**src/rtl/opq_op_dispatch_pkg.sv**
```systemverilog
// opq_dispatch_pkg: op and state encodings plus the occupancy-width helper
// shared by the op dispatcher, its interface and its occupancy counter.

`ifndef TOP_DEPTH
`define TOP_DEPTH 8
`endif

`ifndef TOP_CHANWIDTH
`define TOP_CHANWIDTH 32
`endif

package opq_dispatch_pkg;

  // Command opcodes as seen on cmd_op / resp_op
  typedef enum logic [1:0] {
    OP_ENQ_BACK  = 2'd0,
    OP_ENQ_FRONT = 2'd1,
    OP_DEQ_FRONT = 2'd2,
    OP_DEQ_BACK  = 2'd3
  } op_e;

  // Dispatcher control states
  typedef enum logic [1:0] {
    ST_IDLE  = 2'd0,
    ST_ISSUE = 2'd1,
    ST_RESP  = 2'd2
  } state_e;

  // Bits needed to hold a count from 0 up to and including depth
  function automatic int occWidth(input int depth);
    return $clog2(depth + 1);
  endfunction

  // Enqueues grow the queue, dequeues shrink it
  function automatic logic isEnqueue(input op_e op);
    return (op == OP_ENQ_BACK) || (op == OP_ENQ_FRONT);
  endfunction

endpackage

```
**src/rtl/opq_op_dispatch_if.sv**
```systemverilog
// opq_op_dispatch_if: command/response streams plus the four req/cpl
// operation ports toward the double-ended queue. The master modport is the
// dispatcher; the slave modport is its environment (host and queue).

interface opq_op_dispatch_if #(
  parameter int p_bitwidth = `TOP_CHANWIDTH
);

  logic                  cmd_val;
  logic                  cmd_rdy;
  logic [1:0]            cmd_op;
  logic [p_bitwidth-1:0] cmd_data;

  logic                  resp_val;
  logic                  resp_rdy;
  logic [1:0]            resp_op;
  logic [p_bitwidth-1:0] resp_data;
  logic                  resp_err;

  logic                  enq_back_req;
  logic                  enq_front_req;
  logic                  deq_front_req;
  logic                  deq_back_req;

  logic                  enq_back_cpl;
  logic                  enq_front_cpl;
  logic                  deq_front_cpl;
  logic                  deq_back_cpl;

  logic [p_bitwidth-1:0] enq_back_data;
  logic [p_bitwidth-1:0] enq_front_data;
  logic [p_bitwidth-1:0] deq_front_data;
  logic [p_bitwidth-1:0] deq_back_data;

  modport master (
    input  cmd_val, cmd_op, cmd_data, resp_rdy,
    input  enq_back_cpl, enq_front_cpl, deq_front_cpl, deq_back_cpl,
    input  deq_front_data, deq_back_data,
    output cmd_rdy, resp_val, resp_op, resp_data, resp_err,
    output enq_back_req, enq_front_req, deq_front_req, deq_back_req,
    output enq_back_data, enq_front_data
  );

  modport slave (
    output cmd_val, cmd_op, cmd_data, resp_rdy,
    output enq_back_cpl, enq_front_cpl, deq_front_cpl, deq_back_cpl,
    output deq_front_data, deq_back_data,
    input  cmd_rdy, resp_val, resp_op, resp_data, resp_err,
    input  enq_back_req, enq_front_req, deq_front_req, deq_back_req,
    input  enq_back_data, enq_front_data
  );

endinterface

```
**src/rtl/opq_op_dispatch_occ_counter.sv**
```systemverilog
// opq_occ_counter: saturating up/down entry counter for the downstream
// queue, with full (count == p_depth) and empty (count == 0) flags.

module opq_occ_counter
  import opq_dispatch_pkg::*;
#(
  parameter int p_depth = `TOP_DEPTH
) (
  input  logic                         clk,
  input  logic                         rst,
  input  logic                         i_inc,
  input  logic                         i_dec,
  output logic [occWidth(p_depth)-1:0] o_count,
  output logic                         o_full,
  output logic                         o_empty
);

  localparam int              lp_w   = occWidth(p_depth);
  localparam logic [lp_w-1:0] lp_max = lp_w'(p_depth);
  localparam logic [lp_w-1:0] lp_one = lp_w'(1);

  logic [lp_w-1:0] r_count;

  // Count up on enqueue and down on dequeue, holding at either bound
  always_ff @(posedge clk or negedge rst) begin
    if (!rst) begin
      r_count <= '0;
    end else if (i_inc && !i_dec && (r_count != lp_max)) begin
      r_count <= r_count + lp_one;
    end else if (i_dec && !i_inc && (r_count != '0)) begin
      r_count <= r_count - lp_one;
    end
  end

  assign o_count = r_count;
  assign o_full  = (r_count == lp_max);
  assign o_empty = (r_count == '0);

endmodule

```
**src/rtl/opq_op_dispatch.sv**
```systemverilog
// opq_op_dispatch: turns a valid/ready command stream into one-at-a-time
// req/cpl operations on the double-ended queue and returns each result on a
// valid/ready response stream. Occupancy is always tracked.
// Build option: OPQ_DISPATCH_BOUNDS_CHECK_EN rejects enqueue-when-full and
// dequeue-when-empty with resp_err=1 instead of forwarding them.

module opq_op_dispatch
  import opq_dispatch_pkg::*;
#(
  parameter int p_depth    = `TOP_DEPTH,
  parameter int p_bitwidth = `TOP_CHANWIDTH
) (
  input  logic                         clk,
  input  logic                         rst,
  opq_op_dispatch_if.master            bus,
  output logic [occWidth(p_depth)-1:0] occupancy
);

  state_e                r_state;
  state_e                w_nextState;

  op_e                   r_op;
  logic [p_bitwidth-1:0] r_data;
  logic [3:0]            r_req;

  logic                  r_respVal;
  logic [1:0]            r_respOp;
  logic [p_bitwidth-1:0] r_respData;
  logic                  r_respErr;

  op_e                   w_cmdOp;
  logic                  w_accept;
  logic                  w_illegal;
  logic                  w_cplHit;
  logic                  w_respDone;
  logic [3:0]            w_cplVec;
  logic [p_bitwidth-1:0] w_deqData;
  logic                  w_occInc;
  logic                  w_occDec;
  logic                  w_full;
  logic                  w_empty;

  // Completion lines in the same bit order as r_req (bit index == opcode)
  assign w_cplVec = {bus.deq_back_cpl, bus.deq_front_cpl,
                     bus.enq_front_cpl, bus.enq_back_cpl};

  // Next-state decode: accept in IDLE, wait for the matching cpl in ISSUE,
  // wait for the response handshake in RESP
  always_comb begin
    w_nextState = r_state;
    w_cmdOp     = op_e'(bus.cmd_op);
    w_accept    = 1'b0;
    w_illegal   = 1'b0;
    w_cplHit    = 1'b0;
    w_respDone  = 1'b0;
    case (r_state)
      ST_IDLE: begin
        if (bus.cmd_val) begin
          w_accept = 1'b1;
`ifdef OPQ_DISPATCH_BOUNDS_CHECK_EN
          w_illegal = isEnqueue(w_cmdOp) ? w_full : w_empty;
`endif
          w_nextState = w_illegal ? ST_RESP : ST_ISSUE;
        end
      end
      ST_ISSUE: begin
        w_cplHit = |(w_cplVec & r_req);
        if (w_cplHit) begin
          w_nextState = ST_RESP;
        end
      end
      ST_RESP: begin
        if (bus.resp_rdy) begin
          w_respDone  = 1'b1;
          w_nextState = ST_IDLE;
        end
      end
      default: w_nextState = ST_IDLE;
    endcase
  end

  // Control state register
  always_ff @(posedge clk or negedge rst) begin
    if (!rst) begin
      r_state <= ST_IDLE;
    end else begin
      r_state <= w_nextState;
    end
  end

  // Select the dequeue result that belongs to the latched op
  always_comb begin
    w_deqData = '0;
    case (r_op)
      OP_DEQ_FRONT: w_deqData = bus.deq_front_data;
      OP_DEQ_BACK:  w_deqData = bus.deq_back_data;
      default:      w_deqData = '0;
    endcase
  end

  // Latch the command, drive the one-hot request, and load the response
  // registers on completion or on an immediate rejection
  always_ff @(posedge clk or negedge rst) begin
    if (!rst) begin
      r_op       <= OP_ENQ_BACK;
      r_data     <= '0;
      r_req      <= '0;
      r_respVal  <= 1'b0;
      r_respOp   <= '0;
      r_respData <= '0;
      r_respErr  <= 1'b0;
    end else begin
      if (w_accept) begin
        r_op   <= w_cmdOp;
        r_data <= bus.cmd_data;
      end

      if (w_accept && !w_illegal) begin
        r_req <= 4'b0001 << w_cmdOp;
      end else if (w_cplHit) begin
        r_req <= '0;
      end

      if (w_accept && w_illegal) begin
        r_respVal  <= 1'b1;
        r_respOp   <= w_cmdOp;
        r_respData <= '0;
        r_respErr  <= 1'b1;
      end else if (w_cplHit) begin
        r_respVal  <= 1'b1;
        r_respOp   <= r_op;
        r_respData <= w_deqData;
        r_respErr  <= 1'b0;
      end else if (w_respDone) begin
        r_respVal  <= 1'b0;
      end
    end
  end

  assign w_occInc = w_cplHit &&  isEnqueue(r_op);
  assign w_occDec = w_cplHit && !isEnqueue(r_op);

  opq_occ_counter #(
    .p_depth (p_depth)
  ) u_occCounter (
    .clk     (clk),
    .rst     (rst),
    .i_inc   (w_occInc),
    .i_dec   (w_occDec),
    .o_count (occupancy),
    .o_full  (w_full),
    .o_empty (w_empty)
  );

`ifndef OPQ_DISPATCH_BOUNDS_CHECK_EN
  // Flags only feed the legality check, which this build leaves out
  logic w_unusedFlags;
  assign w_unusedFlags = w_full | w_empty;
`endif

  assign bus.cmd_rdy        = (r_state == ST_IDLE);
  assign bus.enq_back_req   = r_req[0];
  assign bus.enq_front_req  = r_req[1];
  assign bus.deq_front_req  = r_req[2];
  assign bus.deq_back_req   = r_req[3];
  assign bus.enq_back_data  = r_data;
  assign bus.enq_front_data = r_data;
  assign bus.resp_val       = r_respVal;
  assign bus.resp_op        = r_respOp;
  assign bus.resp_data      = r_respData;
  assign bus.resp_err       = r_respErr;

endmodule

```
**src/flat_wrapper.sv**
```systemverilog
// flat-port wrapper written by rule: the top's interface ports become plain ports
module opq_op_dispatch_flat import opq_dispatch_pkg::*;
#(
  parameter int p_depth    = `TOP_DEPTH,
  parameter int p_bitwidth = `TOP_CHANWIDTH
)
  (clk, rst, occupancy, bus_cmd_val, bus_cmd_op, bus_cmd_data, bus_resp_rdy, bus_enq_back_cpl, bus_enq_front_cpl, bus_deq_front_cpl, bus_deq_back_cpl, bus_deq_front_data, bus_deq_back_data, bus_cmd_rdy, bus_resp_val, bus_resp_op, bus_resp_data, bus_resp_err, bus_enq_back_req, bus_enq_front_req, bus_deq_front_req, bus_deq_back_req, bus_enq_back_data, bus_enq_front_data);
  opq_op_dispatch_if #(.p_bitwidth(p_bitwidth)) bus_i ();
  input  logic clk;
  input  logic rst;
  output logic [occWidth(p_depth)-1:0] occupancy;
  input wire logic [$bits(bus_i.cmd_val)-1:0] bus_cmd_val;
  input wire logic [$bits(bus_i.cmd_op)-1:0] bus_cmd_op;
  input wire logic [$bits(bus_i.cmd_data)-1:0] bus_cmd_data;
  input wire logic [$bits(bus_i.resp_rdy)-1:0] bus_resp_rdy;
  input wire logic [$bits(bus_i.enq_back_cpl)-1:0] bus_enq_back_cpl;
  input wire logic [$bits(bus_i.enq_front_cpl)-1:0] bus_enq_front_cpl;
  input wire logic [$bits(bus_i.deq_front_cpl)-1:0] bus_deq_front_cpl;
  input wire logic [$bits(bus_i.deq_back_cpl)-1:0] bus_deq_back_cpl;
  input wire logic [$bits(bus_i.deq_front_data)-1:0] bus_deq_front_data;
  input wire logic [$bits(bus_i.deq_back_data)-1:0] bus_deq_back_data;
  output wire logic [$bits(bus_i.cmd_rdy)-1:0] bus_cmd_rdy;
  output wire logic [$bits(bus_i.resp_val)-1:0] bus_resp_val;
  output wire logic [$bits(bus_i.resp_op)-1:0] bus_resp_op;
  output wire logic [$bits(bus_i.resp_data)-1:0] bus_resp_data;
  output wire logic [$bits(bus_i.resp_err)-1:0] bus_resp_err;
  output wire logic [$bits(bus_i.enq_back_req)-1:0] bus_enq_back_req;
  output wire logic [$bits(bus_i.enq_front_req)-1:0] bus_enq_front_req;
  output wire logic [$bits(bus_i.deq_front_req)-1:0] bus_deq_front_req;
  output wire logic [$bits(bus_i.deq_back_req)-1:0] bus_deq_back_req;
  output wire logic [$bits(bus_i.enq_back_data)-1:0] bus_enq_back_data;
  output wire logic [$bits(bus_i.enq_front_data)-1:0] bus_enq_front_data;
  assign bus_i.cmd_val = bus_cmd_val;
  assign bus_i.cmd_op = bus_cmd_op;
  assign bus_i.cmd_data = bus_cmd_data;
  assign bus_i.resp_rdy = bus_resp_rdy;
  assign bus_i.enq_back_cpl = bus_enq_back_cpl;
  assign bus_i.enq_front_cpl = bus_enq_front_cpl;
  assign bus_i.deq_front_cpl = bus_deq_front_cpl;
  assign bus_i.deq_back_cpl = bus_deq_back_cpl;
  assign bus_i.deq_front_data = bus_deq_front_data;
  assign bus_i.deq_back_data = bus_deq_back_data;
  assign bus_cmd_rdy = bus_i.cmd_rdy;
  assign bus_resp_val = bus_i.resp_val;
  assign bus_resp_op = bus_i.resp_op;
  assign bus_resp_data = bus_i.resp_data;
  assign bus_resp_err = bus_i.resp_err;
  assign bus_enq_back_req = bus_i.enq_back_req;
  assign bus_enq_front_req = bus_i.enq_front_req;
  assign bus_deq_front_req = bus_i.deq_front_req;
  assign bus_deq_back_req = bus_i.deq_back_req;
  assign bus_enq_back_data = bus_i.enq_back_data;
  assign bus_enq_front_data = bus_i.enq_front_data;
  opq_op_dispatch #(.p_depth(p_depth), .p_bitwidth(p_bitwidth)) u_core (.clk(clk), .rst(rst), .bus(bus_i), .occupancy(occupancy));
endmodule
```
**config.mk**
```make
export PLATFORM = sky130hd
export DESIGN_NAME = opq_op_dispatch_flat
export DESIGN_NICKNAME = d
export VERILOG_FILES = /design/src/rtl/opq_op_dispatch_pkg.sv /design/src/rtl/opq_op_dispatch_if.sv /design/src/rtl/opq_op_dispatch_occ_counter.sv /design/src/rtl/opq_op_dispatch.sv /design/src/flat_wrapper.sv
export SDC_FILE = /design/constraint.sdc
export NUM_CORES = 1
export LEC_CHECK = 0
export ABC_CLOCK_PERIOD_IN_PS = 2800
export CORE_ASPECT_RATIO = 1.1
export CORE_MARGIN = 1
export CORE_UTILIZATION = 36
export CTS_CLUSTER_DIAMETER = 200
export CTS_CLUSTER_SIZE = 8
export DETAILED_ROUTE_END_ITERATION = 8
export GPL_ROUTABILITY_DRIVEN = 1
export HOLD_SLACK_MARGIN = 0.08
export PLACE_DENSITY = 0.83
export RECOVER_POWER = 100
export SLEW_MARGIN = 10
export SYNTH_ARGS = -nofsm -noshare
export SYNTH_HDL_FRONTEND = slang
export SYNTH_HIERARCHICAL = 1
export SYNTH_SLANG_ARGS = --single-unit
```
**constraint.sdc**
```tcl
create_clock -name clk -period 2.8 [get_ports clk]
set_input_delay 0.28 -clock clk [delete_from_list [all_inputs] [get_ports clk]]
set_output_delay 0.28 -clock clk [all_outputs]
set_load 0.02 [all_outputs]
```
== Word level (Yosys, flattened, before mapping) ==
Index checks and enable logic that the tools add are counted.
Widths: inputs -> output; s select.

* Register bits after elaboration: 79
* Bits of input ports: 106
* Output and inout bits: 109
* Logic and storage cells: 55

* $add $sub $neg: 2
* Eq/ne operators: 9
* Shifts and indexed selects: 1
* Multiplexer cells: 16
* Bitwise logic cells: 1
* Reductions and logical operators: 18

{| class="wikitable"
|+ Operators with widths
! cell !! count
|-
| $pmux 32 s2 || 1
|-
| $mux 4 || 4
|-
| $mux 1 || 7
|-
| $eq 2x2->1 const B || 3
|-
| $logic_and 1x1->1 || 6
|-
| $mux 2 || 3
|-
| $pmux 2 s3 || 1
|-
| $reduce_bool 2->1 || 3
|-
| $add 4x1->4 const B || 1
|-
| $and 4x4->4 || 1
|-
| $eq 2x1->1 const B || 2
|-
| $logic_not 2->1 || 2
|-
| $ne 2x2->1 const B || 2
|-
| $ne 4x4->1 const B || 1
|-
| $reduce_bool 4->1 || 1
|-
| $reduce_or 4->1 || 1
|-
| $shl 1x2->4 const A || 1
|-
| $sub 4x1->4 const B || 1
|-
| $logic_not 1->1 || 3
|-
| $reduce_and 3->1 || 1
|-
| $ne 2x1->1 const B || 1
|-
| $logic_or 1x1->1 || 1
|}

== Longest topological paths before layout ==
Gate-level depths: netlist (run 1).

* Depth in word-level cells: 9
* Gate-level depth with buffers: 10
* Mapped depth without buffers: 9

== Cells and area by module ==
The synthesis (run 1) kept the hierarchy.

{| class="wikitable"
|+ Modules (own cells, without submodules)
! module !! instances !! cells an instance !! area each (um^2) !! sequential area each (um^2)
|-
| opq_op_dispatch || 1 || 354 || 3,841.2 || 1,876.8
|-
| opq_occ_counter || 1 || 27 || 317.8 || 100.1
|}

== Worst setup path before layout (run 1) ==
No wires, ideal clock.

* Kind: register to register
* Start: register u_core.r_req[2]
* End: register u_core.u_occCounter.r_count[3], in the netlist u_core/u_occCounter/o_count[3]
* Setup time: 0.142 ns
* Arrival: 2.771 ns
* Data required time: 2.658 ns
* Path slack: -0.113 ns
* Cell stages (with the launch flop): 11
* Buffers on the path: 1
* Clock period less this slack: 2.913 ns
* Cell sequence: dfrtp_1 a22oi_1 a21oi_4 buf_6 nor2b_1 or3b_4 ha_1 a21o_1 a2111oi_0 o21a_1 a211oi_1

* Cells in the longest elaborated chain, start to end: 8
* Elaborated cells between the ends (all ways): 13
* Those cells by class: 2 x mux; 1 x bitwise; 10 x reduce/logical

{| class="wikitable"
|+ Ends and longest elaborated chain
! item !! line !! source
|-
| start, declared || opq_op_dispatch.sv:24 || <nowiki>logic [3:0] r_req;</nowiki>
|-
| start signal, assigned || opq_op_dispatch.sv:119 || <nowiki>r_req <= 4'b0001 << w_cmdOp;</nowiki>
|-
| $and 4x4->4 * || opq_op_dispatch.sv:67 || <nowiki>w_cplHit = |(w_cplVec & r_req);</nowiki>
|-
| $reduce_or 4->1 * || opq_op_dispatch.sv:67 ||
|-
| $mux 1 * || opq_op_dispatch.sv:56 || <nowiki>case (r_state)</nowiki>
|-
| $logic_and 1x1->1 * || opq_op_dispatch.sv:140 || <nowiki>assign w_occInc = w_cplHit && isEnqueue(r_op);</nowiki>
|-
| net u_core.w_occInc || opq_op_dispatch.sv:38 || <nowiki>logic w_occInc;</nowiki>
|-
| $logic_not 1->1 || opq_op_dispatch_occ_counter.sv:30 || <nowiki>end else if (i_dec && !i_inc && (r_count != '0)) begin</nowiki>
|-
| $logic_and 1x1->1 (2 in series) || opq_op_dispatch_occ_counter.sv:30 ||
|-
| $reduce_bool 2->1 (no source line) || -- ||
|-
| end signal, assigned || opq_op_dispatch_occ_counter.sv:29 || <nowiki>r_count <= r_count + lp_one;</nowiki>
|-
| end signal, assigned || opq_op_dispatch_occ_counter.sv:31 || <nowiki>r_count <= r_count - lp_one;</nowiki>
|-
| end, declared || opq_op_dispatch_occ_counter.sv:22 || <nowiki>logic [lp_w-1:0] r_count;</nowiki>
|}

Mark *: on every way through the listed nets, which the timed path passes. The rest lies on a longest branch.
A chain may end at the register's enable or synchronous reset.

== Worst setup path in the final report (run 1) ==
* Start: register u_core.r_req[2]
* End: register u_core.u_occCounter.r_count[3], in the netlist u_core/u_occCounter/o_count[3]

* Cells in the longest elaborated chain, start to end: 8
* Elaborated cells between the ends (all ways): 13
* Those cells by class: 2 x mux; 1 x bitwise; 10 x reduce/logical

{| class="wikitable"
|+ Ends and longest elaborated chain
! item !! line !! source
|-
| $and 4x4->4 * || opq_op_dispatch.sv:67 ||
|-
| $reduce_or 4->1 * || opq_op_dispatch.sv:67 ||
|-
| $mux 1 * || opq_op_dispatch.sv:56 ||
|-
| $logic_and 1x1->1 * || opq_op_dispatch.sv:141 || <nowiki>assign w_occDec = w_cplHit && !isEnqueue(r_op);</nowiki>
|-
| net u_core.w_occDec || opq_op_dispatch.sv:39 || <nowiki>logic w_occDec;</nowiki>
|-
| $logic_not 1->1 || opq_op_dispatch_occ_counter.sv:28 || <nowiki>end else if (i_inc && !i_dec && (r_count != lp_max)) begin</nowiki>
|-
| $logic_and 1x1->1 (2 in series) || opq_op_dispatch_occ_counter.sv:28 ||
|-
| $mux 4 or $reduce_bool 2->1 (tied branches) || -- ||
|}

Marked as above.

==> flow_summary.yaml, run 1 <==
setup_path:
  cp_data_arrival_time_ns: 2.85
  end_kind: "flop"
  crit_required_ns: 3.00
  crit_path_start_kind: "flop"
  r2r-start: "u_core/r_req[2]"
  cp_max_fo: 4
  startpoint: "u_core/r_req[2]"
  crit_type: "flop to flop"
clocking:
  hold_buffers: 0
  postCtsSetupRepairBufs: 0
  clock_sinks: 79
  cts_repair_resize_count: 0
  cts_max_level: 3
  insertion_delay_ns: 0.33
  path_clk_slew_ns: 0.06
  cts_buffer_depth: 2
  numCtsBuffers: 9
  cts-root-buf: "clkbuf_16"
  cts_tree: "built"
global_route:
  grt_max_degree: 80
  overflow: 0
  antenna_found_initial: 0
  grt_pass1_vias: 3520
  grtUsageTotal_pct: 18.9
  grt_pass1_wl_mm: 17.8
final_layout:
  nets: 672
  multi_input_area_um2: 1680
  final_cell_mix: "dlygate4sd3_1, nand2_1, clkdlybuf4s50_1"
  n_antenna_cell: 0
  syn2layout_area_growth_pct: 53.3
  fillers: 974
  regArea_um2: 1980
  drive_above_1_share_pct: 6.87
die:
  start_util_pct: 37.6
  num_io_pins: 215
  die_x_um: 104
  dieArea_um2: 12000
  std_cell_rows: 40
  die_h_um: 115
  core_um2: 11100
run_status:
  outcome: "complete, but fails checks"
  violations: "max-capacitance violations, max-slew violations"
synthesis:
  ys_warn_count: 6
  synth.net_count: 489
  syn_area_um2: 4160
  syn_avg_cell_area_um2: 10.9
  synthCells: 380
timing:
  finalSetupViolCount: 0
  max_slew.worst_pin.slew_ns: 1.97
  slew_headroom_pct: -31.5
  finalWorstSetupSlack_ns: 0.153
  rsz0062_at_grt: "no"
  finalHoldViolations: 0
  skew_ns: 0.00603
  slew_violations: 80
  fin_crit_sh_pct: 94.5
  fmax_mhz: 378
  period_needed_ns: 2.65
placed_design:
  dp_slack_ns: -0.185
  place.gp.congestion: 0.727
  dp_hpwl_mm: 8.01
  portBuffers: 213
pwr:
  peakVddDrop_uv: 624
  power.density_nw_per_um2: 1100
  leakagePower_nw: 3.03
  total_power_w: 0.00698
min_path:
  hold_class: "input pin to flop"
  min_from: "bus_cmd_data[23]"
detailed_routing:
  first_iter_violations: 112
  vias: 3320
  drc: 0
  wl_per_cell_um: 15.3
  vias_per_cell: 4.64
  ant_nets: 0
  firstDrtPassIters: 4
  routed_wl_mm: 10.9
flow_run:
  cap_violations: 1
==> worst paths after layout <==
check | to | cells after the start | slack (ns)
worst max-delay path | u_core/u_occCounter/o_count[3] | 10 | 0.15
worst min-delay path | u_core/bus.enq_back_data[23] | 3 | 0.48
worst max register to register | u_core/u_occCounter/o_count[3] | 10 | 0.15
worst min register to register | u_core/bus.resp_data[18] | 1 | 0.48
max in group asynchronous | u_core/r_op[0] | 1 | 1.00
min in group asynchronous | u_core/bus.resp_data[5] | 1 | 0.51
==> stage by stage <==
step	cell area [µm²]	hold WS, ns	util [%]	TNS, ns	std cells
after floorplan	4160	-0.0156	-	0	380
after global placement	6190	0.485	55.9	-0.0933	699
after detailed placement	6190	0.492	55.9	-0.272	699
after CTS	6510	0.157	58.9	0	715
after global routing	6370	0.486	57.6	0	715
final	6370	0.480	57.6	0	715
==> power by group <==
part	internal (W)	total, W	leakage (nW)	switching (W)
sequential	0.00161	0.00209	1.00	0.000472
clock	0.000829	0.00126	0.160	0.000436
combinational	0.00173	0.00363	1.87	0.00190
==> per-layer routing <==
layer  vias up  GRT usage, %  routed length (µm)
li1       1583             -                   -
met4         0          6.95                 150
met5         -             0                   0
met1      1594          22.3                4390
met3        11          5.07                 805
met2       132          33.0                5570
==> flip-flops by register name (all words and copies together) (netlist names) <==
signal and count:
u_core/bus.enq_back_data 32, u_core/bus.resp_data 32, u_core/r_req 4, u_core/u_occCounter/o_count 4, u_core/bus.resp_op 2, u_core/r_op 2, u_core/r_state 2, u_core/bus.resp_val 1
==> layout make-up <==
type / count / share of cell area (%)
clock buffer: 13 / 4.09
clock inverter: 3 / 1.02
inverter: 1 / 0.0589
multi-input combinational: 248 / 26.4
sequential: 79 / 31.1
tap: 147 / 2.89
timing repair buffer: 224 / 34.5
==> worst max-delay path: stages (launching register included) <==
cell,delay [ns]
dfrtp_2,0.42
a22oi_1,0.18
buf_4,0.17
a21oi_4,0.06
and2_0,0.19
or3b_1,0.41
ha_1,0.29
a21o_1,0.19
a2111oi_2,0.38
o21a_1,0.18
a211oi_1,0.04
Note: power is estimated with default switching activity, not from simulation.
==> run 2: changes to the inputs <==
--- a/config.mk
+++ b/config.mk
@@ -13,7 +13,6 @@
 export CTS_CLUSTER_SIZE = 8
 export DETAILED_ROUTE_END_ITERATION = 8
 export GPL_ROUTABILITY_DRIVEN = 1
-export HOLD_SLACK_MARGIN = 0.08
 export PLACE_DENSITY = 0.83
 export RECOVER_POWER = 100
 export SLEW_MARGIN = 10
==> results of run 2 <==
Same layout as run 1: the final DEF is identical, and so are final timing and power.
==> edit 1, RTL diff (flow settings as in run 1) <==
The macro `TOP_CHANWIDTH` goes from 32 to 28.
--- a/src/rtl/opq_op_dispatch_pkg.sv
+++ b/src/rtl/opq_op_dispatch_pkg.sv
@@ -6,7 +6,7 @@
 `endif
 
 `ifndef TOP_CHANWIDTH
-`define TOP_CHANWIDTH 32
+`define TOP_CHANWIDTH 28
 `endif
 
 package opq_dispatch_pkg;
Interface: changed (6 resized); port bits go from 215 to 191. No check against the original RTL was run, so the function may have changed too.
==> edit 1 against run 1 <==
  * The flow finishes with violations (DRC, capacitance limit, slew limit)
  * Utilization down 0.48 points
  * Wire length decreased by 15%
  * Combinational power down 10%
  * Cell count shrank 12%
  * Sequential cell count down 8
  * Final area is 11% lower
  * Non-clock buffer count is 26 lower
  * Synthesized area shrank 12%
  * Maximum frequency shrank 0.44%
  * Setup slack worse by 0.012 ns
  * Total power decreased by 14%
  * Highest routed layer unchanged
==> edit 1: results (changes against run 1) <==
Outcome
  – Result of the run: complete, but fails checks (unchanged)
  – Violations in the final reports: DRC, capacitance limit, slew limit (was capacitance limit, slew limit)

Synthesis
  – Post-synthesis instance total: 343 (was 380)
  – Nets in the synthesized netlist: 440 (was 489)

Critical path
  – Master of the slowest instance on the critical path: sky130_fd_sc_hd__dfrtp_1 (was sky130_fd_sc_hd__dfrtp_2)
  – Arrival time of data at the critical path endpoint: 2.87 ns (was 2.85 ns)
  – Largest driver fanout on the critical path: 6 (was 4)
  – Critical path startpoint: u_core/r_state[1]$_DFFE_PN0P_ (was u_core/r_req[2]$_DFFE_PN0P_)

Drt
  – Vias after detailed routing: 2,975 (was 3,320)
  – # DRC: 11 (was 0)
  – Number of violations reported at the end of detailed-routing iteration 0: 116 (was 112)

Clock tree
  – Clock Root Buffer: sky130_fd_sc_hd__clkbuf_8 (was sky130_fd_sc_hd__clkbuf_16)

Power
  – Power dissipated in combinational cells: 3.25 mW (was 3.63 mW)
  – Switching power total: 2.48 mW (was 2.81 mW)
  – Static leakage power: 2.68 nW (was 3.03 nW)

Global route
  – First-pass GRT wire length: 15,200 um (was 17,800 um)
  – Pin count of the biggest net entering global routing: 72 (was 80)
  – GRT Resource Usage Total: 18.3% (was 18.9%)
  – Vias in the first global route: 3,122 (was 3,520)

Timing
  – Max Slew Vio Count: 72 (was 80)
  – Slew at the pin closest to its max-slew limit: 1.70 ns (was 1.97 ns)
  – Hold Worst Slack: 0.469 ns (was 0.480 ns)

Finish
  – Non-filler cells in the finished layout: 630 (was 715)

Worst hold path
  – HP Start: bus_cmd_data[24] (was bus_cmd_data[23])

Job
  – Max-Cap Viols: 1 (unchanged)
==> edit 1: layout make-up <==
cell class	count	area, um^2	area share (%)
Sequential cell	71	1780	31.5
Tap cell	120	150	2.66
Inverter	1	3.75	0.0665
Clock inverter	5	80.1	1.42
Clock buffer	11	151	2.68
Timing Repair Buffer	198	1950	34.5
Multi-Input combinational cell	224	1530	27.1
==> edit 1: worst min-delay path: stages <==
cell	delay [ns]
sky130_fd_sc_hd__clkdlybuf4s50_1	0.40
sky130_fd_sc_hd__nand2_1	0.05
sky130_fd_sc_hd__nand2_1	0.04
==> edit 1: what timing repair did <==
action / 4_1_cts / 5_1_grt
endpoints found under the hold margin: 22 / 0
hold buffers: 1 / 0
gates resized for setup: 0 / 1
setup endpoints to repair: 0 / 1
==> edit 1: per-layer routing <==
layer	track usage, %	vias up	wire length (um)
met1	19.4	1441	3510
met2	34.2	110	4980
met4	5.44	0	67
met3	6.04	6	762
li1	-	1418	-
met5	0	-	0
==> edit 2, RTL diff (config.mk and constraints of run 1) <==
Made on the original files. Reset style: synchronous (`rst`), changed in 3 clocked blocks.
--- a/src/rtl/opq_op_dispatch_occ_counter.sv
+++ b/src/rtl/opq_op_dispatch_occ_counter.sv
@@ -22,7 +22,7 @@
   logic [lp_w-1:0] r_count;
 
   // Count up on enqueue and down on dequeue, holding at either bound
-  always_ff @(posedge clk or negedge rst) begin
+  always_ff @(posedge clk) begin
     if (!rst) begin
       r_count <= '0;
     end else if (i_inc && !i_dec && (r_count != lp_max)) begin
--- a/src/rtl/opq_op_dispatch.sv
+++ b/src/rtl/opq_op_dispatch.sv
@@ -80,7 +80,7 @@
   end
 
   // Control state register
-  always_ff @(posedge clk or negedge rst) begin
+  always_ff @(posedge clk) begin
     if (!rst) begin
       r_state <= ST_IDLE;
     end else begin
@@ -100,7 +100,7 @@
 
   // Latch the command, drive the one-hot request, and load the response
   // registers on completion or on an immediate rejection
-  always_ff @(posedge clk or negedge rst) begin
+  always_ff @(posedge clk) begin
     if (!rst) begin
       r_op       <= OP_ENQ_BACK;
       r_data     <= '0;
Behaviour: differs if rst is asserted again (counterexample within 4 cycles, from zero or initial values and one cycle with rst low); with rst held inactive, the same outputs for 10 cycles.
==> edit 2 against run 1 <==
  * The run still ends with capacitance limit, slew limit left
  * Worst hold slack lost 0.059 ns
  * Via count grew 6.1%
  * Synthesized area shrank 4.9%
  * Setup slack gained 0.058 ns
  * Sequential share of layout area shrank 5.5 points
  * First-iteration DRC count shrank 31%
  * Sequential cell count is the same
  * Count of clock-buffer cells in the layout shrank 3
  * Highest routed layer unchanged
  * Wire length shrank 5.1%
  * Critical path depth is the same
  * Final area shrank 2.8%
Power is not compared: it rests on default switching activity, and its combinational part moved more than twofold at a synthesized area within 25%.
==> edit 2: results (changes against run 1) <==
Place
  – Placed wire-length estimate after detailed placement: 7830 um (was 8010 um)
  – Final weighted congestion in routability-driven placement: 0.723 (was 0.727)
  – Placed cell count: 738 (was 699)

Critical path
  – R2r startpoint: u_core/r_state[0]$_SDFFE_PN0P_ (was u_core/r_req[2]$_DFFE_PN0P_)
  – CP Capture Point: u_core/u_occCounter/o_count[3]$_SDFFE_PN0P_ (was u_core/u_occCounter/o_count[3]$_DFFE_PN0P_)
  – Master of the slowest instance on the critical path: sky130_fd_sc_hd__dfxtp_1 (was sky130_fd_sc_hd__dfrtp_2)
  – Register-to-register setup slack: 0.21 ns (was 0.15 ns)
  – Maximum cell stage delay along the critical path: 0.46 ns (was 0.42 ns)
  – Largest driver fanout on the critical path: 6 (was 4)
  – Kind of cell adding the most delay to the critical path: simple AND/OR/NAND/NOR gates (was compound AO/OA/AOI/OAI gates)

Global route
  – Vias in the first global route: 3,579 (was 3,520)
  – GRT Resource Usage Total: 18.7% (was 18.9%)
  – First-pass GRT wire length: 16,800 um (was 17,800 um)

Job
  – Max-Cap Viols: 1 (unchanged)

Finish
  – Layout cell share with drive strength beyond 1: 10.7% (was 6.87%)
  – Net count reported at finish: 715 (was 672)
  – Number of filler instances in the final layout: 898 (was 974)

Timing
  – Maximum clock skew at final layout: 0.00456 ns (was 0.00603 ns)
  – Slew at the pin closest to its max-slew limit: 1.85 ns (was 1.97 ns)
  – Max Slew Vio Count: 35 (was 80)

Drt
  – Number of violations reported at the end of detailed-routing iteration 0: 77 (was 112)
  – Detailed Route WL: 10,400 um (was 10,900 um)

Worst hold path
  – Number of cells traversed by the worst hold path: 2 (was 3)

Outcome
  – Result of the run: complete, but fails checks (unchanged)
  – Violations in the final reports: capacitance limit, slew limit (unchanged)

Synthesis
  – Post-synthesis instance total: 433 (was 380)
==> edit 2: cell type report <==
| cell class | instances | share of cell area (%) |
|---|---|---|
| Clock inverter | 4 | 1.54 |
| Multi-Input combinational cell | 288 | 30.4 |
| Timing Repair Buffer | 224 | 35.5 |
| Tap cell | 143 | 2.89 |
| Inverter | 4 | 0.243 |
| Sequential cell | 79 | 25.5 |
| Clock buffer | 10 | 3.86 |
==> edit 2: how the worst min path moves through the flow <==
stage                                          startpoint                                         to  slack [ns]
global placement    u_core/bus.resp_data[17]$_SDFFE_PN0P_      u_core/bus.resp_data[17]$_SDFFE_PN0P_        0.44
CTS                                                   rst  u_core/bus.enq_back_data[17]$_SDFFE_PN0P_        0.43
detailed placement     u_core/bus.resp_op[1]$_SDFFE_PN0P_         u_core/bus.resp_op[1]$_SDFFE_PN0P_        0.45
finish                                                rst  u_core/bus.enq_back_data[15]$_SDFFE_PN0P_        0.42
global route                                          rst  u_core/bus.enq_back_data[20]$_SDFFE_PN0P_        0.46
floorplan                                   bus_cmd_op[1]               u_core/r_req[1]$_SDFFE_PN0P_        0.39
==> edit 2: metrics by stage <==
stage	area [um^2]	setup WS (ns)	power, mW
after floorplan	3950	0.138	1.55
after global placement	5870	-0.0446	1.80
after detailed placement	5870	-0.110	1.81
after CTS	6210	0.202	3.13
after global routing	6190	0.0519	3.19
final	6190	0.211	3.06
==> edit 2: worst reg2reg max path, cell delays in order, from the launching register on <==
cell and delay [ns]:
sky130_fd_sc_hd__dfxtp_1 0.46, sky130_fd_sc_hd__nor2b_1 0.22, sky130_fd_sc_hd__a21boi_4 0.22, sky130_fd_sc_hd__nor2b_1 0.19, sky130_fd_sc_hd__and2b_1 0.19, sky130_fd_sc_hd__nand2b_1 0.09, sky130_fd_sc_hd__ha_1 0.27, sky130_fd_sc_hd__a21o_2 0.21
sky130_fd_sc_hd__a21oi_1 0.17, sky130_fd_sc_hd__mux4_2 0.30, sky130_fd_sc_hd__and2_1 0.17
==> edit 2: power breakdown <==
| group | switching [mW] | internal [mW] | total, mW | leakage (nW) |
|---|---|---|---|---|
| logic | 0.251 | 0.303 | 0.555 | 1.69 |
| registers | 0.0294 | 1.16 | 1.19 | 0.642 |
| clock network | 0.429 | 0.883 | 1.31 | 0.164 |
| total | 0.709 | 2.35 | 3.06 | 2.49 |
==> edit 2: routing by layer <==
metal,GRT usage [%],part of all wire [%]
met4,8.38,2.2
met2,34.9,53
met5,0,0
met3,4.46,7.7
met1,19.4,37
